**config.mk**
```make
export PLATFORM = sky130hd
export DESIGN_NAME = score_timer_ctrl_flat
export DESIGN_NICKNAME = d
export VERILOG_FILES = /design/src/rtl/scoreboard_pkg.sv /design/src/rtl/score_timer_ctrl_if.sv /design/src/rtl/score_timer_ctrl_btn_debounce.sv /design/src/rtl/score_timer_ctrl.sv /design/src/flat_wrapper.sv
export SDC_FILE = /design/constraint.sdc
export NUM_CORES = 1
export LEC_CHECK = 0
export CAP_MARGIN = 5
export CORE_MARGIN = 4
export CORE_UTILIZATION = 35
export CTS_CLUSTER_DIAMETER = 50
export DETAILED_ROUTE_END_ITERATION = 16
export GPL_TIMING_DRIVEN = 0
export PLACE_DENSITY = 0.58
export SYNTH_ARGS = -nofsm -noshare
export SYNTH_HDL_FRONTEND = slang
export SYNTH_HIERARCHICAL = 1
export SYNTH_SLANG_ARGS = --single-unit
```
**constraint.sdc**
```tcl
create_clock -name clock -period 2.6 [get_ports clock]
set_input_delay 0.39 -clock clock [delete_from_list [all_inputs] [get_ports clock]]
set_output_delay 0.39 -clock clock [all_outputs]
set_load 0.02 [all_outputs]
```
**src/rtl/scoreboard_pkg.sv**
```systemverilog
// Shared definitions for the scoreboard game-clock / score controller and the
// display driver that consumes its outputs.
//   state_t   : controller state (PAUSED, RUN, EXPIRED)
//   SEC_MAX   : last seconds value before the minutes roll over
//   MIN_MAX   : last minutes value the game clock can show
//   cnt_width : bit width needed for a counter running 0..n-1 (never below 1)
package scoreboard_pkg;

    typedef enum logic [1:0] {
        PAUSED  = 2'd0,
        RUN     = 2'd1,
        EXPIRED = 2'd2
    } state_t;

    localparam int SEC_MAX = 59;
    localparam int MIN_MAX = 99;

    function automatic int cnt_width(input int n);
        return (n > 1) ? $clog2(n) : 1;
    endfunction

endpackage

```
**src/rtl/score_timer_ctrl_if.sv**
```systemverilog
// Button / display bundle of the scoreboard controller.
//   reset_points, reset_score, one_point_t1, one_point_t2, pause : raw buttons
//   minutes[6:0], seconds[5:0] : binary game clock
//   t1[7:0], t2[7:0]           : binary team scores
//   running                    : high while the game clock runs
// master = button/display side, slave = controller side.
interface score_timer_ctrl_if;

    logic       reset_points;
    logic       reset_score;
    logic       one_point_t1;
    logic       one_point_t2;
    logic       pause;
    logic [6:0] minutes;
    logic [5:0] seconds;
    logic [7:0] t1;
    logic [7:0] t2;
    logic       running;

    modport master (
        output reset_points, reset_score, one_point_t1, one_point_t2, pause,
        input  minutes, seconds, t1, t2, running
    );

    modport slave (
        input  reset_points, reset_score, one_point_t1, one_point_t2, pause,
        output minutes, seconds, t1, t2, running
    );

endinterface

```
**src/rtl/score_timer_ctrl_btn_debounce.sv**
```systemverilog
// Raw push-button conditioner: 2-flop synchronizer, debouncer, rising-edge
// detector.
//   clock, reset : system clock, asynchronous active-low reset
//   btn          : raw, asynchronous button level
//   press        : one-cycle pulse per accepted press
// A new level is accepted after DEBOUNCE_CYCLES consecutive synchronized
// samples that differ from the current accepted level; any sample equal to
// the accepted level restarts the count.
module btn_debounce
    import scoreboard_pkg::*;
#(
    parameter int DEBOUNCE_CYCLES = 1000000
) (
    input  logic clock,
    input  logic reset,
    input  logic btn,
    output logic press
);

    localparam int            CW       = cnt_width(DEBOUNCE_CYCLES);
    localparam logic [CW-1:0] CNT_LAST = CW'(DEBOUNCE_CYCLES - 1);

    logic          sync_q1;
    logic          sync_q2;
    logic          level;
    logic          level_q;
    logic          armed;
    logic [CW-1:0] cnt;
    logic          ref_level;

    // Until a stable low has been seen after reset the button is presumed
    // held, so a button held through reset release cannot produce a press.
    assign ref_level = armed ? level : 1'b1;

    // NOTE: every register here is updated with <= so all of them sample the
    // pre-edge values; blocking assignments would let sync_q2 see the new
    // sync_q1 and silently collapse the synchronizer to one flop.
    always_ff @(posedge clock or negedge reset) begin
        if (!reset) begin
            sync_q1 <= 1'b0;
            sync_q2 <= 1'b0;
            level   <= 1'b0;
            level_q <= 1'b0;
            armed   <= 1'b0;
            cnt     <= '0;
        end else begin
            sync_q1 <= btn;
            sync_q2 <= sync_q1;
            level_q <= level;
            if (sync_q2 == ref_level) begin
                cnt <= '0;
            end else if (cnt == CNT_LAST) begin
                cnt   <= '0;
                level <= sync_q2;
                armed <= 1'b1;
            end else begin
                cnt <= cnt + CW'(1);
            end
        end
    end

    assign press = level & ~level_q;

endmodule

```
**src/rtl/score_timer_ctrl.sv**
```systemverilog
// Scoreboard game-clock and score controller.
//   clock, reset : system clock, asynchronous active-low reset
//   bus (slave)  : raw buttons in; minutes/seconds/t1/t2/running out
// Parameters: CLK_HZ (1 Hz prescaler period), DEBOUNCE_CYCLES (button
// debounce length), MAX_SCORE (score saturation value).
// Build option: define SCORE_LOCK_EN to accept score presses only while the
// clock runs; by default score presses are accepted in every state.
module score_timer_ctrl
    import scoreboard_pkg::*;
#(
    parameter int CLK_HZ          = 100000000,
    parameter int DEBOUNCE_CYCLES = 1000000,
    parameter int MAX_SCORE       = 99
) (
    input logic               clock,
    input logic               reset,
    score_timer_ctrl_if.slave bus
);

    localparam int            PW         = cnt_width(CLK_HZ);
    localparam logic [PW-1:0] PRESC_LAST = PW'(CLK_HZ - 1);
    localparam logic [7:0]    SCORE_TOP  = 8'(MAX_SCORE);
    localparam logic [5:0]    SEC_TOP    = 6'(SEC_MAX);
    localparam logic [6:0]    MIN_TOP    = 7'(MIN_MAX);

    logic rp_pulse;
    logic rs_pulse;
    logic p1_pulse;
    logic p2_pulse;
    logic pause_pulse;

    btn_debounce #(.DEBOUNCE_CYCLES(DEBOUNCE_CYCLES)) u_db_reset_points (
        .clock(clock), .reset(reset), .btn(bus.reset_points), .press(rp_pulse)
    );
    btn_debounce #(.DEBOUNCE_CYCLES(DEBOUNCE_CYCLES)) u_db_reset_score (
        .clock(clock), .reset(reset), .btn(bus.reset_score), .press(rs_pulse)
    );
    btn_debounce #(.DEBOUNCE_CYCLES(DEBOUNCE_CYCLES)) u_db_point_t1 (
        .clock(clock), .reset(reset), .btn(bus.one_point_t1), .press(p1_pulse)
    );
    btn_debounce #(.DEBOUNCE_CYCLES(DEBOUNCE_CYCLES)) u_db_point_t2 (
        .clock(clock), .reset(reset), .btn(bus.one_point_t2), .press(p2_pulse)
    );
    btn_debounce #(.DEBOUNCE_CYCLES(DEBOUNCE_CYCLES)) u_db_pause (
        .clock(clock), .reset(reset), .btn(bus.pause), .press(pause_pulse)
    );

    state_t        state;
    state_t        state_nxt;
    logic [PW-1:0] presc;
    logic [6:0]    minutes_q;
    logic [5:0]    seconds_q;
    logic [7:0]    t1_q;
    logic [7:0]    t2_q;
    logic          running_q;
    logic          tick;
    logic          at_limit;
    logic          score_en;

    assign tick     = (state == RUN) && (presc == PRESC_LAST);
    assign at_limit = (minutes_q == MIN_TOP) && (seconds_q == SEC_TOP);

`ifdef SCORE_LOCK_EN
    assign score_en = (state == RUN);
`else
    assign score_en = 1'b1;
`endif

    // NOTE: state_nxt gets its hold value before the case so every path
    // assigns it; a path that skipped the assignment would infer a latch.
    always_comb begin
        state_nxt = state;
        case (state)
            PAUSED: begin
                if (pause_pulse) state_nxt = RUN;
            end
            RUN: begin
                if (pause_pulse)                        state_nxt = PAUSED;
                else if (tick && at_limit && !rs_pulse) state_nxt = EXPIRED;
            end
            EXPIRED: begin
                if (rs_pulse) state_nxt = PAUSED;
            end
            default: state_nxt = PAUSED;
        endcase
    end

    // Game clock. A reset_score press wins over a coincident tick; a tick at
    // 99:59 leaves the clock frozen while the FSM moves to EXPIRED.
    always_ff @(posedge clock or negedge reset) begin
        if (!reset) begin
            state     <= PAUSED;
            running_q <= 1'b0;
            presc     <= '0;
            minutes_q <= '0;
            seconds_q <= '0;
        end else begin
            state     <= state_nxt;
            running_q <= (state_nxt == RUN);
            if (rs_pulse) begin
                presc     <= '0;
                minutes_q <= '0;
                seconds_q <= '0;
            end else begin
                if (state == RUN) presc <= tick ? '0 : presc + PW'(1);
                if (tick && !at_limit) begin
                    if (seconds_q == SEC_TOP) begin
                        seconds_q <= '0;
                        minutes_q <= minutes_q + 7'd1;
                    end else begin
                        seconds_q <= seconds_q + 6'd1;
                    end
                end
            end
        end
    end

    // Team scores; reset_points overrides any coincident point press.
    always_ff @(posedge clock or negedge reset) begin
        if (!reset) begin
            t1_q <= '0;
            t2_q <= '0;
        end else if (rp_pulse) begin
            t1_q <= '0;
            t2_q <= '0;
        end else if (score_en) begin
            if (p1_pulse && (t1_q < SCORE_TOP)) t1_q <= t1_q + 8'd1;
            if (p2_pulse && (t2_q < SCORE_TOP)) t2_q <= t2_q + 8'd1;
        end
    end

    assign bus.minutes = minutes_q;
    assign bus.seconds = seconds_q;
    assign bus.t1      = t1_q;
    assign bus.t2      = t2_q;
    assign bus.running = running_q;

endmodule

```
**src/flat_wrapper.sv**
```systemverilog
// flat-port wrapper written by rule: the top's interface ports become plain ports
module score_timer_ctrl_flat import scoreboard_pkg::*;
#(
    parameter int CLK_HZ          = 100000000,
    parameter int DEBOUNCE_CYCLES = 1000000,
    parameter int MAX_SCORE       = 99
)
  (clock, reset, bus_reset_points, bus_reset_score, bus_one_point_t1, bus_one_point_t2, bus_pause, bus_minutes, bus_seconds, bus_t1, bus_t2, bus_running);
  score_timer_ctrl_if bus_i ();
  input logic clock;
  input logic reset;
  input wire logic [$bits(bus_i.reset_points)-1:0] bus_reset_points;
  input wire logic [$bits(bus_i.reset_score)-1:0] bus_reset_score;
  input wire logic [$bits(bus_i.one_point_t1)-1:0] bus_one_point_t1;
  input wire logic [$bits(bus_i.one_point_t2)-1:0] bus_one_point_t2;
  input wire logic [$bits(bus_i.pause)-1:0] bus_pause;
  output wire logic [$bits(bus_i.minutes)-1:0] bus_minutes;
  output wire logic [$bits(bus_i.seconds)-1:0] bus_seconds;
  output wire logic [$bits(bus_i.t1)-1:0] bus_t1;
  output wire logic [$bits(bus_i.t2)-1:0] bus_t2;
  output wire logic [$bits(bus_i.running)-1:0] bus_running;
  assign bus_i.reset_points = bus_reset_points;
  assign bus_i.reset_score = bus_reset_score;
  assign bus_i.one_point_t1 = bus_one_point_t1;
  assign bus_i.one_point_t2 = bus_one_point_t2;
  assign bus_i.pause = bus_pause;
  assign bus_minutes = bus_i.minutes;
  assign bus_seconds = bus_i.seconds;
  assign bus_t1 = bus_i.t1;
  assign bus_t2 = bus_i.t2;
  assign bus_running = bus_i.running;
  score_timer_ctrl #(.CLK_HZ(CLK_HZ), .DEBOUNCE_CYCLES(DEBOUNCE_CYCLES), .MAX_SCORE(MAX_SCORE)) u_core (.clock(clock), .reset(reset), .bus(bus_i));
endmodule
```
Word level (Yosys, flattened, before mapping) --
Cells that the tools add are included.
Operators by class: add/subtract/negate cells 10, $mul 0, divide/modulo/power cells 0, equality and inequality tests 16, mux-type cells 33, shifts and indexed selects 0, magnitude comparators 2, reduce and logical (&&, ||, !) cells 21, bitwise operators 15
Operators by type and width (number):
- $mux W20 | 10
- $add A20 B1 Y20 const B | 5
- $eq A20 B20 Y1 const B | 5
- $mux W27 | 3
- $mux W8 | 4
- $add A27 B1 Y27 const B | 1
- $eq A27 B27 Y1 const B | 1
- $mux W7 | 3
- $mux W6 | 3
- $add A8 B1 Y8 const B | 2
- $lt A8 B7 Y1 const B | 2
- $reduce_and A2 Y1 | 6
- $not A1 Y1 | 10
- $reduce_bool A2 Y1 | 5
- $mux W2 | 4
- $add A7 B1 Y7 const B | 1
- $eq A7 B7 Y1 const B | 1
- $logic_and A1 B1 Y1 | 7
- $add A6 B1 Y6 const B | 1
- $eq A6 B6 Y1 const B | 1
- $pmux W2 S3 | 1
- $and A1 B1 Y1 | 5
- $eq A1 B1 Y1 | 5
- $mux W1 | 5
- 4 further kinds | 6
Storage, ports and cells: logic and storage cells 134, flip-flop bits (word level) 184, bits in read-only memories 0, memories 0, bits of input ports 7, RAM bits 0, latch bits 0

Longest topological paths before layout --
Gate-level depths: netlist (run 1).
depth in word-level cells 8, mapped depth 7, depth with buffers taken out 6

By module --
The synthesis (run 1) kept the hierarchy.
By module, submodules not included:
- btn_debounce | area each 1201.2 µm², instances 5, cells an instance 115, sequential area each 625.6 µm²
- score_timer_ctrl | area each 3154.3 µm², instances 1, cells an instance 342, sequential area each 1476.4 µm²

Worst setup path before layout (run 1) --
No wires, ideal clock.
path type register to register, start register u_core.presc[8], end register u_core.minutes_q[3] (netlist: u_core/bus.minutes[3]), buffers on the path 0, arrival time 2.260 ns, clock period less this slack 2.338 ns, stages on the path, launching flop included 6, required time 2.522 ns, library setup time 0.078 ns, path slack 0.262 ns, path through dfrtp_1 -> or4_4 -> nor4_4 -> nand4_1 -> or4_1 -> a21oi_1
Between the ends: cells in the longest elaborated chain, start to end 5
RTL lines:
- from (decl) | line score_timer_ctrl.sv:50 | logic [PW-1:0] presc;
- from (signal assigned) | line score_timer_ctrl.sv:105 | if (state == RUN) presc <= tick ? '0 : presc + PW'(1);
- $eq A27 B27 Y1 | line score_timer_ctrl.sv:60 | assign tick = (state == RUN) && (presc == PRESC_LAST);
- $logic_and A1 B1 Y1 | line score_timer_ctrl.sv:60
- $logic_and A1 B1 Y1 | line score_timer_ctrl.sv:106 | if (tick && !at_limit) begin
- $reduce_bool A2 Y1 (no line)
- $reduce_and A2 Y1 (no line)
- to (signal assigned) | line score_timer_ctrl.sv:109 | minutes_q <= minutes_q + 7'd1;
- to (decl) | line score_timer_ctrl.sv:51 | logic [6:0] minutes_q;
No other way between the ends. A chain may end at the register's enable or synchronous reset.

Worst setup path after layout (run 1) --
start register u_core.presc[19], end register u_core.seconds_q[4] (netlist: u_core/bus.seconds[4])
Between the ends: cells in the longest elaborated chain, start to end 4
RTL lines:
- $eq A27 B27 Y1 | line score_timer_ctrl.sv:60
- $logic_and A1 B1 Y1 | line score_timer_ctrl.sv:60
- $logic_and A1 B1 Y1 | line score_timer_ctrl.sv:106
- $reduce_bool A2 Y1 (no line)
- to (signal assigned) | line score_timer_ctrl.sv:111 | seconds_q <= seconds_q + 6'd1;
- to (decl) | line score_timer_ctrl.sv:52 | logic [5:0] seconds_q;
No other way between the ends.

==> run_results.csv, run 1 <==
group,metric,value,unit
worst_setup_path,cp_slowest_cell,"or4b_4",
power_and_ir_drop,p_sw_frac,0.219,
synth,synth.most_common_cell,"dfrtp_1",
synth,ys_seq_area_frac,0.503,
detailed_routing,via_count,6936,
layout,fillCellCount,2450,
power_and_ir_drop,internal_power,4.38,mW
timing,timing.hold.ws,349,ps
clock_network,clk_path_buf_depth,2,
floorplanning,core-area,25500,um^2
synth,postSynthCellCount,917,
clock_network,tritoncts,"yes",
clock_network,clkTransAtPathRegs,80,ps
worst_setup_path,critPathLaunch,"u_core/presc[19]",
timing,worst_pin_slew,738,ps
synth,synth-seq-cells,184,
layout,syn2layout_area_growth,15.5,%
global_routing,grt_pass1_wl,32800,um
layout,drive_gt1_frac,0.0800,
worst_setup_path,crit_family,"simple AND/OR/NAND/NOR gates",
worst_setup_path,path_cells,"buf_2 > or4b_4 > nor4_4 > buf_4 > nand4_1 > buf_2 > or3_1 > a21oi_1",
synth,synth_edf_count,0,
timing,max_slew_margin,0.503,
synth,synth_top_cell_area_share,0.503,
power_and_ir_drop,p_leak,4.29,nW
outcome,status,"complete, no violations",
placed_design,portBuffers,36,
worst_setup_path,worst-path-stages,8,
clock_network,clock_sinks,184,
detailed_routing,detail-route-antenna-nets,0,
synth,ys.warnings.count,6,
global_routing,grt_pass1_vias,6812,
layout,nNetsFinal,993,
detailed_routing,totalWireLength,18700,um
synth,synth_top_area_cell,"dfrtp_1",
timing,max_freq,0.401,GHz
worst_setup_path,rr_endpoint,"u_core/bus.seconds[4]",
global_routing,track_usage,0.135,
synth,synth_area_leaders,"dfrtp_1 50%, nor2_1 5.3%, xor2_1 4.9%",
timing,finalCritPeriodShare,0.959,
synth,postSynth.asyncResetShare,1.00,
synth,syn_avg_cell_area,9.99,um^2
floorplanning,die_h,170,um
worst_setup_path,crit_path_start_kind,"flip-flop",
synth,synthesis.area,9160,um^2
clock_network,ctsRootBufferMaster,"clkbuf_16",
worst_setup_path,endpoint,"u_core/bus.seconds[4]",
power_and_ir_drop,p_comb_frac,0.028,
worst_setup_path,rrSetupSlack,110,ps
floorplanning,ios,37,
placed_design,dp_hpwl,12600,um
worst_setup_path,worst-path-buf-inv,3,
placed_design,place_ws,-247,ps
global_routing,antenna_found_initial,0,
layout,multiInputGateArea,4350,um^2
power_and_ir_drop,p_total,5.61,mW
worst_setup_path,required,2950,ps
worst_setup_path,cp.arrival,2840,ps
timing,hold_viol_final,0,
layout,seq_area,4600,um^2
detailed_routing,vias_per_cell,5.27,
clock_network,clock_latency,430,ps
synth,ys_top_cells_by_count,"184 x dfrtp_1, 130 x nor2_1, 69 x nand2_1",
worst_setup_path,cpPeakStageDelay,500,ps
timing,fin_crit,2490,ps
worst_setup_path,reg2reg_depth,8,
layout,diodes,0,
synth,synthFlopType,"dfrtp_1",
timing,setup_tns,0,ps
clock_network,cts_buffers,17,
power_and_ir_drop,switchingPower,1.23,mW
timing,fin_ws,107,ps
timing,rsz0062_at_grt,"no",
worst_setup_path,rr_startpoint,"u_core/presc[19]",
worst_setup_path,path_class,"flip-flop to flip-flop",
power_and_ir_drop,power.density,530,nW/um^2
power_and_ir_drop,pwr-share-clk,0.453,
detailed_routing,drt_iter0_markers,384,
timing,final-setup-viol-count,0,
detailed_routing,drc,0,
floorplanning,dieArea,28800,um^2
worst_setup_path,end_kind,"flip-flop",
floorplanning,rows,58,
timing,slew_violations,0,
placed_design,place_congestion,0.792,
synth,yosysUniqueCellTypes,55,
worst_setup_path,crit_top_cell,"buf_2",
global_routing,grt_max_degree,106,
global_routing,grt.overflow.total,0,
power_and_ir_drop,peakVddDrop,289,uV
floorplanning,die_x,170,um
synth,syn_nets,934,
clock_network,h-tree-depth,4,
run,cap_violations,0,
worst_setup_path,crit_fanout,10,
timing,skew,15.2,ps
power_and_ir_drop,p_seq_frac,0.519,
detailed_routing,drt_pre_antenna_iters,6,
floorplanning,start_util,0.360,
min_path,hold_class,"flip-flop to flip-flop",
detailed_routing,wl_per_cell,14.2,um
## state kept, by name, indices dropped and copies added, names as in the netlist, 2 cells and up
| signal | flops |
|---|---|
| u_core/u_db_reset_score/cnt | 20 |
| u_core/u_db_point_t1/cnt | 20 |
| u_core/u_db_reset_points/cnt | 20 |
| u_core/presc | 27 |
| u_core/u_db_point_t2/cnt | 20 |
| u_core/bus.minutes | 7 |
| u_core/bus.t1 | 8 |
| u_core/bus.t2 | 8 |
| u_core/u_db_pause/cnt | 20 |
| u_core/state | 2 |
| u_core/bus.seconds | 6 |
## repair_timing
action,4_1_cts,5_1_grt
resized for setup,1,3
hold buffers,1,0
buffers inserted,2,0
endpoints found under the setup margin,21,13
pin swaps,1,0
endpoints found under the hold margin,79,0
## metal layers
metal | global-route usage | share of wire | up-vias
met5 | 0 | 0 | -
li1 | - | - | 3437
met3 | 0.0266 | 0.026 | 10
met2 | 0.214 | 0.46 | 67
met1 | 0.188 | 0.50 | 3422
met4 | 0.0382 | 0.0088 | 0
## cell type report
cell class	instances	area share
buffer	21	0.0131
inverter	24	0.00851
timing repair buffer	40	0.0395
tap	330	0.0390
clock buffer	20	0.0422
multi-input combinational	688	0.411
sequential	184	0.435
clock inverter	10	0.0116
## worst register-to-register path, delay by kind of cell, from the launching register on
family	cells	cell delay (ps)
AOI/OAI and AO/OA	1	150
buffers and inverters	3	610
DFF	1	360
and+or+nand+nor	4	1290
## per-stage QoR
stage               instances  instance area [um^2]   util
CTS                      1317                 10600  0.415
global placement         1283                  9930  0.390
floorplan                 917                  9160      -
detailed placement       1284                  9970  0.391
finish                   1317                 10600  0.415
global route             1317                 10600  0.415
## power by group through the flow
stage / Combinational [mW] / Clock [mW] / Sequential (mW)
after floorplan: 0.0706 / 0 / 2.96
after detailed placement: 0.163 / 0 / 2.96
after global placement: 0.157 / 0 / 2.97
final: 0.157 / 2.54 / 2.91
after global routing: 0.183 / 2.75 / 2.91
after CTS: 0.165 / 2.65 / 2.91
## worst min-delay path by stage
stage	startpoint	end	slack [ps]	cells past startpoint
finish	u_core/u_db_reset_points/sync_q1	u_core/u_db_reset_points/sync_q2	350	0
global route	u_core/u_db_reset_points/sync_q1	u_core/u_db_reset_points/sync_q2	360	0
CTS	u_core/u_db_reset_points/sync_q1	u_core/u_db_reset_points/sync_q2	350	0
detailed placement	u_core/u_db_reset_points/sync_q1	u_core/u_db_reset_points/sync_q2	330	0
global placement	u_core/u_db_point_t1/sync_q1	u_core/u_db_point_t1/sync_q2	330	0
floorplan	reset	u_core/bus.minutes[0]	90	0
## placed cells by master, fill, tap and decap left out, types with 35 or more instances in the layout
cell type,synthesis,final
a21oi_1,44,44
clkdlybuf4s50_1,0,35
dfrtp_1,184,184
nand2_1,69,68
nand3_1,42,41
nand4_1,47,47
nor2_1,130,130
xnor2_1,50,50
xor2_1,51,51
## logic make-up (layout without fill, tap and decap cells)
family                   after synthesis  count (layout)  synth area share
adder cells (fa/ha/maj)               10              10            0.0137
XOR/XNOR                             101             101            0.0966
multiplexers                           3               3           0.00328
AND/OR/NAND/NOR                      451             451             0.271
flip-flops                           184             184             0.503
AO/OA/AOI/OAI                        123             123            0.0878
buffers and inverters                 45             115            0.0250
No activity file was read; power rests on OpenSTA's default activity.
==> inputs of run 2 (changes only) <==
Settings changed: ABC_CLOCK_PERIOD_IN_PS set to 2600, TNS_END_PERCENT set to 100.
==> results of run 2 <==
Same layout as run 1: the final DEF is identical, and so are final timing and power.
==> edit 1, RTL diff (settings of run 2) <==
The option `SCORE_LOCK_EN` is turned on by a define.
--- a/src/rtl/score_timer_ctrl.sv
+++ b/src/rtl/score_timer_ctrl.sv
@@ -7,2 +7,4 @@
 // clock runs; by default score presses are accepted in every state.
+`define SCORE_LOCK_EN
+
 module score_timer_ctrl
Behaviour: no difference found for any inputs over 10 cycles, from zero or initial values and one cycle with reset low; that may be too few to reach the edited logic, so the function may still have changed.
==> edit 1 against run 2 <==
Via count shrank 0.66%. Design area increased by 0.33%. Maximum frequency rose by 0.68%. Clock power increased by 5%. Routed wire length rose by 2.3%. Sequential cell count did not move. Power up 2.3%. Clock skew is 0.0032 ns lower. Synthesized area is essentially flat. Worst setup slack gained 0.017 ns. Synthesized cell count decreased by 2.0%. Critical endpoint is now u_core/bus.minutes[5].
==> edit 1: results (changes against run 2) <==
| Metric | Value |
|---|---|
| Run status | `finished, final reports clean (unchanged)` |
| Maximum number of pins on one net before global-route repair | `100 (was 106)` |
| DRT iter0 DRCs | `536 (was 384)` |
| CTS root buffer | `clkbuf_16 (unchanged)` |
| Worst-skew pair later-pin latency | `0.43 ns (about the same)` |
| Crit path DAT | `2.83 ns (was 2.84 ns)` |
| # port buffers | `36 (unchanged)` |
| Share of layout cells above drive strength 1 | `8.454% (was 8.004%)` |
| Placed Area | `9970 sq um (was 9966 sq um)` |
| Cts bufs inserted | `17 (unchanged)` |
| Dpl hpwl | `13,070 um (was 12,630 um)` |
| Post-synth top cells | `184 x dfrtp_1, 132 x nor2_1, 63 x nand2_1 (was 184 x dfrtp_1, 130 x nor2_1, 69 x nand2_1)` |
| Synth unique cells | `56 (was 55)` |
| RR Startpoint | `u_core/presc[0] (was u_core/presc[19])` |
| HP Start | `u_core/u_db_point_t2/sync_q1 (was u_core/u_db_reset_points/sync_q1)` |
| Sequential area share after synthesis | `50.25% (was 50.27%)` |
| Post-layout nets | `974 (was 993)` |
| Top cells by area, synth | `dfrtp_1 50%, nor2_1 5.4%, xnor2_1 5.0% (was dfrtp_1 50%, nor2_1 5.3%, xor2_1 4.9%)` |
| Slew @ Worst Pin | `0.7361 ns (was 0.7384 ns)` |
| Worst setup skew after layout | `0.01202 ns (was 0.01522 ns)` |
| First-pass DRT Iterations | `5 (was 6)` |
| CP max FO | `8 (was 10)` |
| GP Congestion | `0.7613 (was 0.7918)` |
| WL per Instance | `14.70 um (was 14.19 um)` |
| Peak VDD IR | `0.3449 mV (was 0.2893 mV)` |
| Max FFs per register | `27 (unchanged)` |
| Clock transition at path regs | `0.07 ns` |
| Reg-to-Reg End | `u_core/bus.minutes[5] (was u_core/bus.seconds[4])` |
| Initial antenna violation count | `0 (unchanged)` |
| H-tree depth | `4 (unchanged)` |
| Met2 Resource Use GR | `21.46% (was 21.42%)` |
| First-pass GRT wire length | `33,380 um (was 32,780 um)` |
| Leakage | `0.004415 uW (was 0.004288 uW)` |
| Async set-reset flop share out of synthesis | `100.0% (unchanged)` |
| EDFF count, synth | `0 (unchanged)` |
| Vias in the first global route | `6,757 (was 6,812)` |
| Max Buffers Root-to-Sink | `2 (unchanged)` |
| Hold EP | `u_core/u_db_point_t2/sync_q2 (was u_core/u_db_reset_points/sync_q2)` |
| Hold path cells | `0 (unchanged)` |
| GR Layer Usage met1 | `19.93% (was 18.81%)` |
| Hold crit path type | `reg2reg (unchanged)` |
| Yosys warns | `6 (unchanged)` |
| Ant diodes | `0 (unchanged)` |
| Mapped Nets | `916 (was 934)` |
| Hold WS | `0.3490 ns (was 0.3489 ns)` |
| Fillers | `2,453 (was 2,450)` |
| Reg2Reg Depth | `7 (was 8)` |
| M3 GR Usage | `2.578% (was 2.655%)` |
| R2R Setup Slk | `0.12 ns (was 0.11 ns)` |
| Vias/cell | `5.300 (was 5.267)` |
| Overall Global Routing Usage | `13.87% (was 13.47%)` |
## edit 1: power breakdown
part | internal (uW) | switching (uW)
clock network | 1500 | 1170
logic | 50.1 | 107
registers | 2890 | 22.0
total | 4440 | 1300
## edit 1: worst max path at each step
stage,from,endpoint,slack (ns),cells after the start
global placement,reset,u_core/presc[23],-6.85,1
CTS,u_core/presc[0],u_core/bus.minutes[5],0.008,7
finish,u_core/presc[0],u_core/bus.minutes[5],0.12,7
floorplan,u_core/presc[0],u_core/bus.minutes[5],0.28,7
detailed placement,u_core/presc[0],u_core/bus.minutes[5],-0.03,7
global route,u_core/presc[0],u_core/bus.minutes[5],-0.007,7
## edit 1: kinds of logic (layout without fill, tap and decap cells)
logic type | count (synthesis) | in the layout | synth area share (%)
AND/OR/NAND/NOR | 450 | 450 | 27.65
flip-flops | 184 | 184 | 50.25
AO/OA/AOI/OAI | 105 | 105 | 7.892
XOR/XNOR | 104 | 104 | 9.940
buffers and inverters | 42 | 113 | 2.471
adder cells (fa/ha/maj) | 10 | 10 | 1.365
multiplexers | 4 | 4 | 0.4369
## edit 1: worst max-delay path, cell delays in order, from the launching register on
cell and delay [ns]:
dfrtp_1 0.44, ha_4 0.21, nor4b_2 0.19, and4_2 0.30, or4b_1 0.44, buf_2 0.17, or4_1 0.50, a21oi_1 0.14
## edit 1: area by class of cell
cell class,count,area [sq um],share of cell area [%]
buffer,24,158.9,1.497
clock buffer,20,456.7,4.302
clock inverter,12,152.6,1.438
inverter,18,67.56,0.6364
multi-input combinational,673,4353,41.00
sequential,184,4604,43.37
tap,330,412.9,3.889
timing repair buffer,39,410.4,3.866
## edit 1: what timing repair did
action / in CTS / in global routing
buffers inserted: 0 / 1
gates resized for setup: 1 / 3
hold buffers: 1 / 0
setup endpoints to repair: 2 / 25
endpoints found under the hold margin: 38 / 0
pin swaps: 0 / 1
## edit 1: metrics by stage
step	std cells	setup TNS, ns	worst slack (ns)
global route	1300	-0.007384	-0.007384
finish	1300	0	0.1242
detailed placement	1266	-0.04762	-0.02953
global placement	1265	-1256.81	-6.850
floorplan	899	0	0.2794
CTS	1299	0	0.007661
## edit 1: layer usage
metal / share of wire (%) / up-vias / wire length, um
met5: 0 / - / 0
met4: 1.1 / 0 / 218
met3: 2.6 / 9 / 500
met2: 46 / 98 / 8750
met1: 50 / 3404 / 9635
li1: - / 3379 / -
==> edit 2, RTL diff (config.mk and constraints of run 2) <==
Made on the original files. Re-encode `state_t` (3 states) as one-hot, 3 bits wide.
--- a/src/rtl/scoreboard_pkg.sv
+++ b/src/rtl/scoreboard_pkg.sv
@@ -8,6 +8,6 @@
 
-    typedef enum logic [1:0] {
-        PAUSED  = 2'd0,
-        RUN     = 2'd1,
-        EXPIRED = 2'd2
+    typedef enum logic [2:0] {
+        PAUSED  = 3'b001,
+        RUN     = 3'b010,
+        EXPIRED = 3'b100
     } state_t;
Behaviour: same outputs for any inputs over 10 cycles, from zero or initial values and one cycle with reset low; not proved beyond that.
==> edit 2 against run 2 <==
The flow now finishes with violations (negative hold slack). Worst setup slack gained 0.28 ns. Non-clock buffer count unchanged. Routed wire length increased by 6.2%. Sequential cell count rose by 1. Synthesized cell count up 0.87%. Core utilization is 0.59 points lower. Synthesized area up 1.6%. Die area rose by 1.5%. Power rose by 1.4%. Combinational power about the same. Count of clock-buffer cells in the layout down 1. Design area grew 1.1%. Critical endpoint is now u_core/bus.minutes[5].
==> edit 2: results (changes against run 2) <==
| Metric | Value |
|---|---|
| Vias in the first global route | `6,792 (was 6,812)` |
| Failing checks | `negative hold slack` |
| Post-CTS Resized | `0 (was 1)` |
| DRT iter0 DRCs | `425 (was 384)` |
| Switching part of the total | `23.46% (was 21.91%)` |
| CP max stage cell | `or4_1 (was or4b_4)` |
| Fillers | `2,559 (was 2,450)` |
| Max stage delay on crit path | `0.52 ns (was 0.50 ns)` |
| Hold crit path type | `in2async (was reg2reg)` |
| Crit path DAT | `2.56 ns (was 2.84 ns)` |
| Worst setup skew after layout | `0.01521 ns (was 0.01522 ns)` |
| Final Hold Fails | `9 (was 0)` |
| CP max FO | `6 (was 10)` |
| Clk power | `2600 uW (was 2540 uW)` |
| Cells after DPL | `1,297 (was 1,284)` |
| GP Congestion | `0.7636 (was 0.7918)` |
| Hold WS | `-0.01168 ns (was 0.3489 ns)` |
| Routed via count | `7,083 (was 6,936)` |
| Run status | `finished, violations left (was finished, final reports clean)` |
| Mapped Nets | `942 (was 934)` |
| Post-CTS Setup Inserts | `0 (was 2)` |
| Synth unique cells | `58 (was 55)` |
| Place WS | `0.4255 ns (was -0.2473 ns)` |
| Placed Area | `10,120 sq um (was 9966 sq um)` |
| First-pass GRT wire length | `34,080 um (was 32,780 um)` |
| WL per Instance | `14.95 um (was 14.19 um)` |
-- edit 2: cell types whose count changed after synthesis, moves of 5 or more --
cell     before  now
nand2_1      69   59
and3_1       12   19
nor4_1       19   25
buf_2         8   13
xnor2_1      50   55
xor2_1       51   46
-- edit 2: cells by family (layout without fill, tap and decap cells) --
kind of cell / Yosys count / count (layout) / share of synthesized area, %
simple gates: 459 / 459 / 28.25
buf+inv: 51 / 119 / 2.809
fa+ha+maj: 10 / 10 / 1.344
flops: 185 / 185 / 49.74
xor+xnor: 101 / 101 / 9.503
mux: 4 / 4 / 0.4436
compound gates: 115 / 115 / 7.903
-- edit 2: layout make-up --
cell class / instances / share of cell area, %
multi-input cells: 689 / 41.27
flip-flops and latches: 185 / 43.27
inverters: 27 / 0.9470
plain buffers: 24 / 1.497
clock inverters: 12 / 1.193
well taps: 335 / 3.917
clock buffers: 19 / 4.232
repair buffers: 37 / 3.671
-- edit 2: final timing paths --
| check | start | end | slack (ns) |
|---|---|---|---|
| worst min-delay path | reset | u_core/u_db_point_t1/cnt[3] | -0.01 |
| worst min register to register | u_core/u_db_reset_score/sync_q1 | u_core/u_db_reset_score/sync_q2 | 0.35 |
| min in group clock | u_core/u_db_reset_score/sync_q1 | u_core/u_db_reset_score/sync_q2 | 0.35 |
| worst max-delay path | u_core/bus.seconds[0] | u_core/bus.minutes[5] | 0.39 |
| max in group asynchronous | reset | u_core/u_db_reset_score/cnt[11] | 1.70 |
| worst max register to register | u_core/bus.seconds[0] | u_core/bus.minutes[5] | 0.39 |
-- edit 2: metal layers --
layer,vias up,track usage [%],share of wire [%]
met5,-,0,0
met4,0,4.306,1.7
met3,21,2.611,2.6
met2,94,21.84,45
met1,3511,20.00,50
li1,3457,-,-
